## src/rtl/pipeline_stall_ctrl.sv

```systemverilog
// ============================================================================
// Module   : pipeline_stall_ctrl
// Purpose  : Pipeline latch enable/flush sequencer with memory-stall, load-use
//            and branch-squash handling plus a sticky halt.
// Option   : PIPELINE_PERF_CNT_EN adds stall_cnt / flush_cnt outputs.
// Revision : 1.0 - initial release
// ============================================================================
`default_nettype none

module pipeline_stall_ctrl #(
  parameter int REG_W = 5,
  parameter int CNT_W = 32
) (
  input  logic             CLK,
  input  logic             nRST,
  input  logic             ihit,
  input  logic             dhit,
  input  logic             dmemREN_mem,
  input  logic             dmemWEN_mem,
  input  logic             MemRead_ex,
  input  logic [REG_W-1:0] regWSEL_ex,
  input  logic [REG_W-1:0] rs_id,
  input  logic [REG_W-1:0] rt_id,
  input  logic             pcsrc_mem,
  input  logic             halt_wb,
  output logic             dmemREN,
  output logic             dmemWEN,
  output logic             pc_en,
  output logic             en_fd,
  output logic             en_de,
  output logic             en_em,
  output logic             en_mw,
  output logic             flush_fd,
  output logic             flush_de,
  output logic             flush_em,
  output logic             flush_mw,
  output logic             halt
`ifdef PIPELINE_PERF_CNT_EN
  ,
  output logic [CNT_W-1:0] stall_cnt,
  output logic [CNT_W-1:0] flush_cnt
`endif
);

  typedef enum logic [1:0] {
    RUN      = 2'd0,
    MEM_WAIT = 2'd1,
    HALTED   = 2'd2
  } state_t;

  state_t r_state, w_state_nx;
  logic   r_mem_done, w_mem_done_nx;
  logic   w_mem_op, w_mem_ok, w_active, w_adv, w_load_use;

  assign w_mem_op   = dmemREN_mem | dmemWEN_mem;
  assign w_mem_ok   = !w_mem_op | dhit | r_mem_done;
  // MEM_WAIT only marks the stall; the pipeline moves on the dhit cycle itself.
  assign w_active   = (r_state != HALTED);
  assign w_adv      = ihit & w_mem_ok & w_active;
  assign w_load_use = MemRead_ex & (regWSEL_ex != '0) &
                      ((regWSEL_ex == rs_id) | (regWSEL_ex == rt_id));

  always_ff @(posedge CLK or negedge nRST) begin
    if (!nRST) begin
      r_state    <= RUN;
      r_mem_done <= 1'b0;
    end else begin
      r_state    <= w_state_nx;
      r_mem_done <= w_mem_done_nx;
    end
  end

  always_comb begin
    w_state_nx    = r_state;
    w_mem_done_nx = r_mem_done;
    dmemREN       = 1'b0;
    dmemWEN       = 1'b0;
    pc_en         = 1'b0;
    en_fd         = 1'b0;
    en_de         = 1'b0;
    en_em         = 1'b0;
    en_mw         = 1'b0;
    flush_fd      = 1'b0;
    flush_de      = 1'b0;
    flush_em      = 1'b0;
    flush_mw      = 1'b0;
    halt          = (r_state == HALTED);

    case (r_state)
      RUN:      if (w_mem_op && !dhit && !r_mem_done) w_state_nx = MEM_WAIT;
      MEM_WAIT: if (dhit) w_state_nx = RUN;
      HALTED:   w_state_nx = HALTED;
      default:  w_state_nx = RUN;
    endcase
    if (halt_wb) w_state_nx = HALTED;

    // Remember a completed access so it is not reissued while fetch stalls.
    if (w_adv)     w_mem_done_nx = 1'b0;
    else if (dhit) w_mem_done_nx = 1'b1;

    dmemREN = dmemREN_mem & !r_mem_done & w_active;
    dmemWEN = dmemWEN_mem & !r_mem_done & w_active;

    if (w_adv) begin
      en_de = 1'b1;
      en_em = 1'b1;
      en_mw = 1'b1;
      if (pcsrc_mem) begin
        pc_en    = 1'b1;
        en_fd    = 1'b1;
        flush_fd = 1'b1;
        flush_de = 1'b1;
        flush_em = 1'b1;
      end else if (w_load_use) begin
        flush_de = 1'b1;
      end else begin
        pc_en = 1'b1;
        en_fd = 1'b1;
      end
    end
  end

`ifdef PIPELINE_PERF_CNT_EN
  always_ff @(posedge CLK or negedge nRST) begin
    if (!nRST) begin
      stall_cnt <= '0;
      flush_cnt <= '0;
    end else if (w_active) begin
      if (!w_adv)                stall_cnt <= stall_cnt + 1'b1;
      if (w_adv && pcsrc_mem)    flush_cnt <= flush_cnt + 1'b1;
    end
  end
`else
  if (CNT_W < 1) begin : g_cnt_w_unused
  end
`endif

endmodule

`default_nettype wire

```

## config.mk

```make
export PLATFORM = sky130hd
export DESIGN_NAME = pipeline_stall_ctrl
export DESIGN_NICKNAME = d
export VERILOG_FILES = /design/src/rtl/pipeline_stall_ctrl.sv
export SDC_FILE = /design/constraint.sdc
export NUM_CORES = 1
export LEC_CHECK = 0
export BUFFER_PORTS_ARGS = -buffer_cell sky130_fd_sc_hd__buf_2
export CAP_MARGIN = 10
export CORE_AREA = 2 2 39 41
export CTS_BUF_LIST = sky130_fd_sc_hd__clkbuf_4 sky130_fd_sc_hd__clkbuf_8
export CTS_CLUSTER_DIAMETER = 100
export DETAILED_ROUTE_END_ITERATION = 12
export DIE_AREA = 0 0 41 43
export HOLD_SLACK_MARGIN = 0.1
export REMOVE_ABC_BUFFERS = 1
export SETUP_SLACK_MARGIN = 0.02
export SYNTH_ARGS = -nofsm -noshare
export SYNTH_HDL_FRONTEND = slang
export SYNTH_SLANG_ARGS = --single-unit
```

## constraint.sdc

```tcl
create_clock -name CLK -period 5.3 [get_ports CLK]
set_clock_uncertainty 0.2 [all_clocks]
set_input_delay 1.59 -clock CLK [delete_from_list [all_inputs] [get_ports CLK]]
set_output_delay 1.59 -clock CLK [all_outputs]
set_load 0.01 [all_outputs]
```

# Word-level counts from Yosys, hierarchy flattened
# Index checks and enable logic that the tools add are counted.
# classes
n_eq_ne	7
mux	15
n_bitwise	12
reduce_logical	9
# ops
operator	count
1-bit two-way mux	11
5-bit == test	2
1-bit AND	8
2-bit two-way mux	3
3-bit inequality test, second input constant	2
2-bit case mux with 3 select lines	1
5-bit nonzero test	1
1-bit OR	4
1-bit zero test	3
2-bit by 1-bit == test with 1-bit output, second input constant	1
2-bit == test, second input constant	1
1-bit logical AND	2
2-bit zero test	1
2-bit inequality test, second input constant	1
2-bit AND reduction	1
2-bit nonzero test	1
# word_totals
register_bits	3
in_bits	24
out_inout_bits	12
wordCells	45

# Depth between registers and ports, before layout
# logic_depth
word_depth	7
ltp_mapped	6
ltp_nobuf	5

# Worst setup path after synthesis
# No wires, ideal clock.
# synth_path
path_kind	in2out
from	in regWSEL_ex[1]
to	out pc_en
t_arrival_ps	2539
required_time_ps	3510
path_slack_ps	971
cell_stages	4
path_buffers	1
cell_sequence	or4_1 o21ai_2 o31a_2 buf_4
# synth_between
elab_chain_cells	6
word_cells_on_any_way	9
classes_between	eq/ne: 2; mux: 3; bitwise: 3; reduce/logical: 1
# synth_lines
element	line_no	source
start, declared	21	input logic [REG_W-1:0] regWSEL_ex,
5-bit == test or 5-bit nonzero test (tied branches)	61, 60	
1-bit OR or 1-bit AND (tied branches)	61, 60	
1-bit AND (*)	60	assign w_load_use = MemRead_ex & (regWSEL_ex != '0) &
1-bit two-way mux (*) (3 in a row)	--	
end, declared	28	output logic pc_en,
# Every way passes the cells marked *; elsewhere a longest branch is shown, timed or not.

# Worst setup path after layout
# layout_path
from	in regWSEL_ex[3]
to	out en_fd
# layout_between
elab_chain_cells	6
word_cells_on_any_way	9
classes_between	eq/ne: 2; mux: 3; bitwise: 3; reduce/logical: 1
# layout_lines
element	line_no	source
5-bit == test or 5-bit nonzero test (tied branches)	61, 60	
1-bit OR or 1-bit AND (tied branches)	61, 60	
1-bit AND (*)	60	
1-bit two-way mux (*)	114	end else if (w_load_use) begin
1-bit two-way mux (*)	108	if (pcsrc_mem) begin
1-bit two-way mux (*)	104	if (w_adv) begin
end, declared	29	output logic en_fd,
# Marked as above.

==> impl_metrics.tcl <==
set metrics [dict create \
    status "finished, final reports clean" \
    ctsHoldBuffers 0 \
    synth_warnings 0 \
    dp.final_hpwl_um 788 \
    synth-simple-area-share_pct 23.1 \
    grt_pass1_vias 365 \
    worst-path-buf-inv 2 \
    cts_buffers 3 \
    irDropWorstVdd_mv 0.103 \
    synthAdderAreaFrac_pct 0 \
    vias 388 \
    critPathRequiredTime_ns 3.51 \
    insertion_delay_ns 0.24 \
    syn_inst 44 \
    grt_util_met1_pct 9.03 \
    layout.cells.non_filler 93 \
    ys_seq_elements 3 \
    min_path_type "flip-flop to flip-flop" \
    clockBufferDepth 2 \
    ys_types 18 \
    first_pass_iters 4 \
    synth_xor_area_share_pct 25.6 \
    fin_crit_ns 4.46 \
    combPwrFrac_pct 22.4 \
    cp-start-kind "input pin" \
    grt_use_total_pct 10.8 \
    drtIter0Drc 1 \
    setup_viol 0 \
    grt_pass1_wl_um 1290 \
    num-fill-cells 172 \
    leakagePower_nw 0.300 \
    cp_max_fo 3 \
    area_growth_pct 53.5 \
    cp_cell_sequence "buf_2 > xor2_1 > nor3_1 > a22oi_1 > o31a_2 > buf_2" \
    rsz0062_at_grt "false" \
    die_area_sq_um 1760 \
    gp_congestion 0.609 \
    power.internal_w 0.0000669 \
    critPathArrivalTime_ns 2.67 \
    num_antenna_cells 0 \
    crit_path_frequent_cell "buf_2" \
    io_pins 36 \
    seqPwrFrac_pct 25.9 \
    maxSlewViolCount 0 \
    clk_pin_slew_ns 0.04 \
    seq_area_frac_synth_pct 22.0 \
    synth_top_family_by_area "XOR/XNOR gates" \
    dp.cells 89 \
    met2_usage_pct 20.9 \
    pwr-share-clk_pct 51.7 \
    postCtsSetupBuffers 0 \
    tns_ns 0 \
    h-tree-depth 1 \
    final_nets 102 \
    synth_compound_area_share_pct 13.9 \
    cts_resized 0 \
    drt_wl_total_um 873 \
    die_h_um 43 \
    finalHoldViolations 0 \
    grt_use_met3_pct 0 \
    io_buffers 34 \
    multi_input_area_sq_um 218 \
    worst_path_max_delay_cell "o31a_2" \
    cp_top_family "compound AO/OA/AOI/OAI gates" \
    clock_sinks 3 \
    grt_max_degree 6 \
    core_area_sq_um 1380 \
    overflow 0 \
    max_stage_delay_ns 0.35 \
    yosysTopAreaCell "xor2_1" \
    top_usage_layer "met2" \
    avgViaCountPerCell 4.17 \
    synth.area.mux_share_pct 0 \
    layout-drive-gt1-share_pct 51.9 \
    p_per_area_nw_per_um2 170 \
    power_switching_share_pct 24.7 \
    synthTopCellsByArea "xor2_1 26%, dfrtp_1 22%, buf_4 11%, nor2_1 7.7%, and2_1 3.7%" \
    synth_area_sq_um 342 \
    clockRootBuffer "clkbuf_4" \
    ant_nets 0 \
    drc 0 \
    start_util_pct 24.7 \
    final_common_cell "buf_2" \
    area.sequential_sq_um 75.1 \
    layout_common_cells "34 x buf_2, 10 x xor2_1, 7 x nor2_1, 4 x clkbuf_4" \
    wl_per_cell_um 9.39 \
    die_x_um 41 \
    critPathKind "input pin to primary output" \
    synth_top_area_share_pct 25.6 \
    cap_violations 0 \
    postSynthAreaPerCell_sq_um 7.76 \
    end_kind "primary output" \
    rows 14 \
    max_freq_mhz 224 \
    period_share_pct 84.2 \
    cts_tree "yes" \
    p_switching_w 0.0000219 \
    antenna_found_initial 0 \
]
area by class of cell:
type                       count  area share [%]
multi-input combinational     33            41.5
timing repair buffer          34            32.5
sequential                     3            14.3
clock buffer                   4            5.73
tap                           16            3.82
inverter                       3            2.15
power by group through the flow:
stage | clock network (W) | logic [W] | registers, W
floorplan | 0 | 0.00000768 | 0.0000233
detailed placement | 0 | 0.0000201 | 0.0000233
CTS | 0.0000487 | 0.0000202 | 0.0000230
finish | 0.0000459 | 0.0000199 | 0.0000230
global placement | 0 | 0.0000198 | 0.0000233
global route | 0.0000482 | 0.0000227 | 0.0000230
layer usage:
metal,up-vias,share of wire (%)
li1,206,-
met1,166,33
met2,16,60
met3,0,7.0
met4,0,0
met5,-,0
through the flow:
step / util [%] / setup slack (ns) / area [sq um] / hold slack [ns] / power (W)
finish: 37.9 / 0.839 / 524 / 0.228 / 0.0000889
global route: 37.9 / 0.651 / 524 / 0.245 / 0.0000938
CTS: 37.9 / 0.814 / 524 / 0.231 / 0.0000920
detailed placement: 35.7 / 0.808 / 494 / 0.234 / 0.0000434
global placement: 35.7 / 0.782 / 494 / 0.225 / 0.0000431
floorplan: - / 1.05 / 304 / 0.209 / 0.0000310
flip-flops by register name (all words and copies together) (netlist names):
signal	count
r_mem_done	1
r_state	2
synth_stat cells:
| library cell | number |
|---|---|
| xor2_1 | 10 |
| nor2_1 | 7 |
| buf_4 | 5 |
| dfrtp_1 | 3 |
| inv_1 | 3 |
| and2_1 | 2 |
| nand2b_1 | 2 |
| nor3_1 | 2 |
| a21oi_1 | 1 |
| a22oi_1 | 1 |
| conb_1 | 1 |
| nand2_1 | 1 |
| nor4_1 | 1 |
| o21ai_2 | 1 |
| o311ai_0 | 1 |
| o31a_2 | 1 |
| o31ai_1 | 1 |
| or4_1 | 1 |
cells by family after synthesis:
kind of cell              Yosys count
xor gates and xnor gates           10
AOI/OAI and AO/OA                   6
other                               1
DFF                                 3
and+or+nand+nor                    16
buffers and inverters               8
worst paths after layout:
check | cells after the start | end | start | slack [ns]
min reg2reg | 1 | r_state[0] | r_state[1] | 0.23
min | 1 | r_state[0] | r_state[1] | 0.23
max in group asynchronous | 1 | r_state[1] | nRST | 3.84
max reg2reg | 3 | r_state[0] | r_mem_done | 4.27
min in group asynchronous | 1 | r_state[0] | nRST | 0.94
max | 6 | en_fd | regWSEL_ex[3] | 0.84
(Power assumes the default switching activity.)
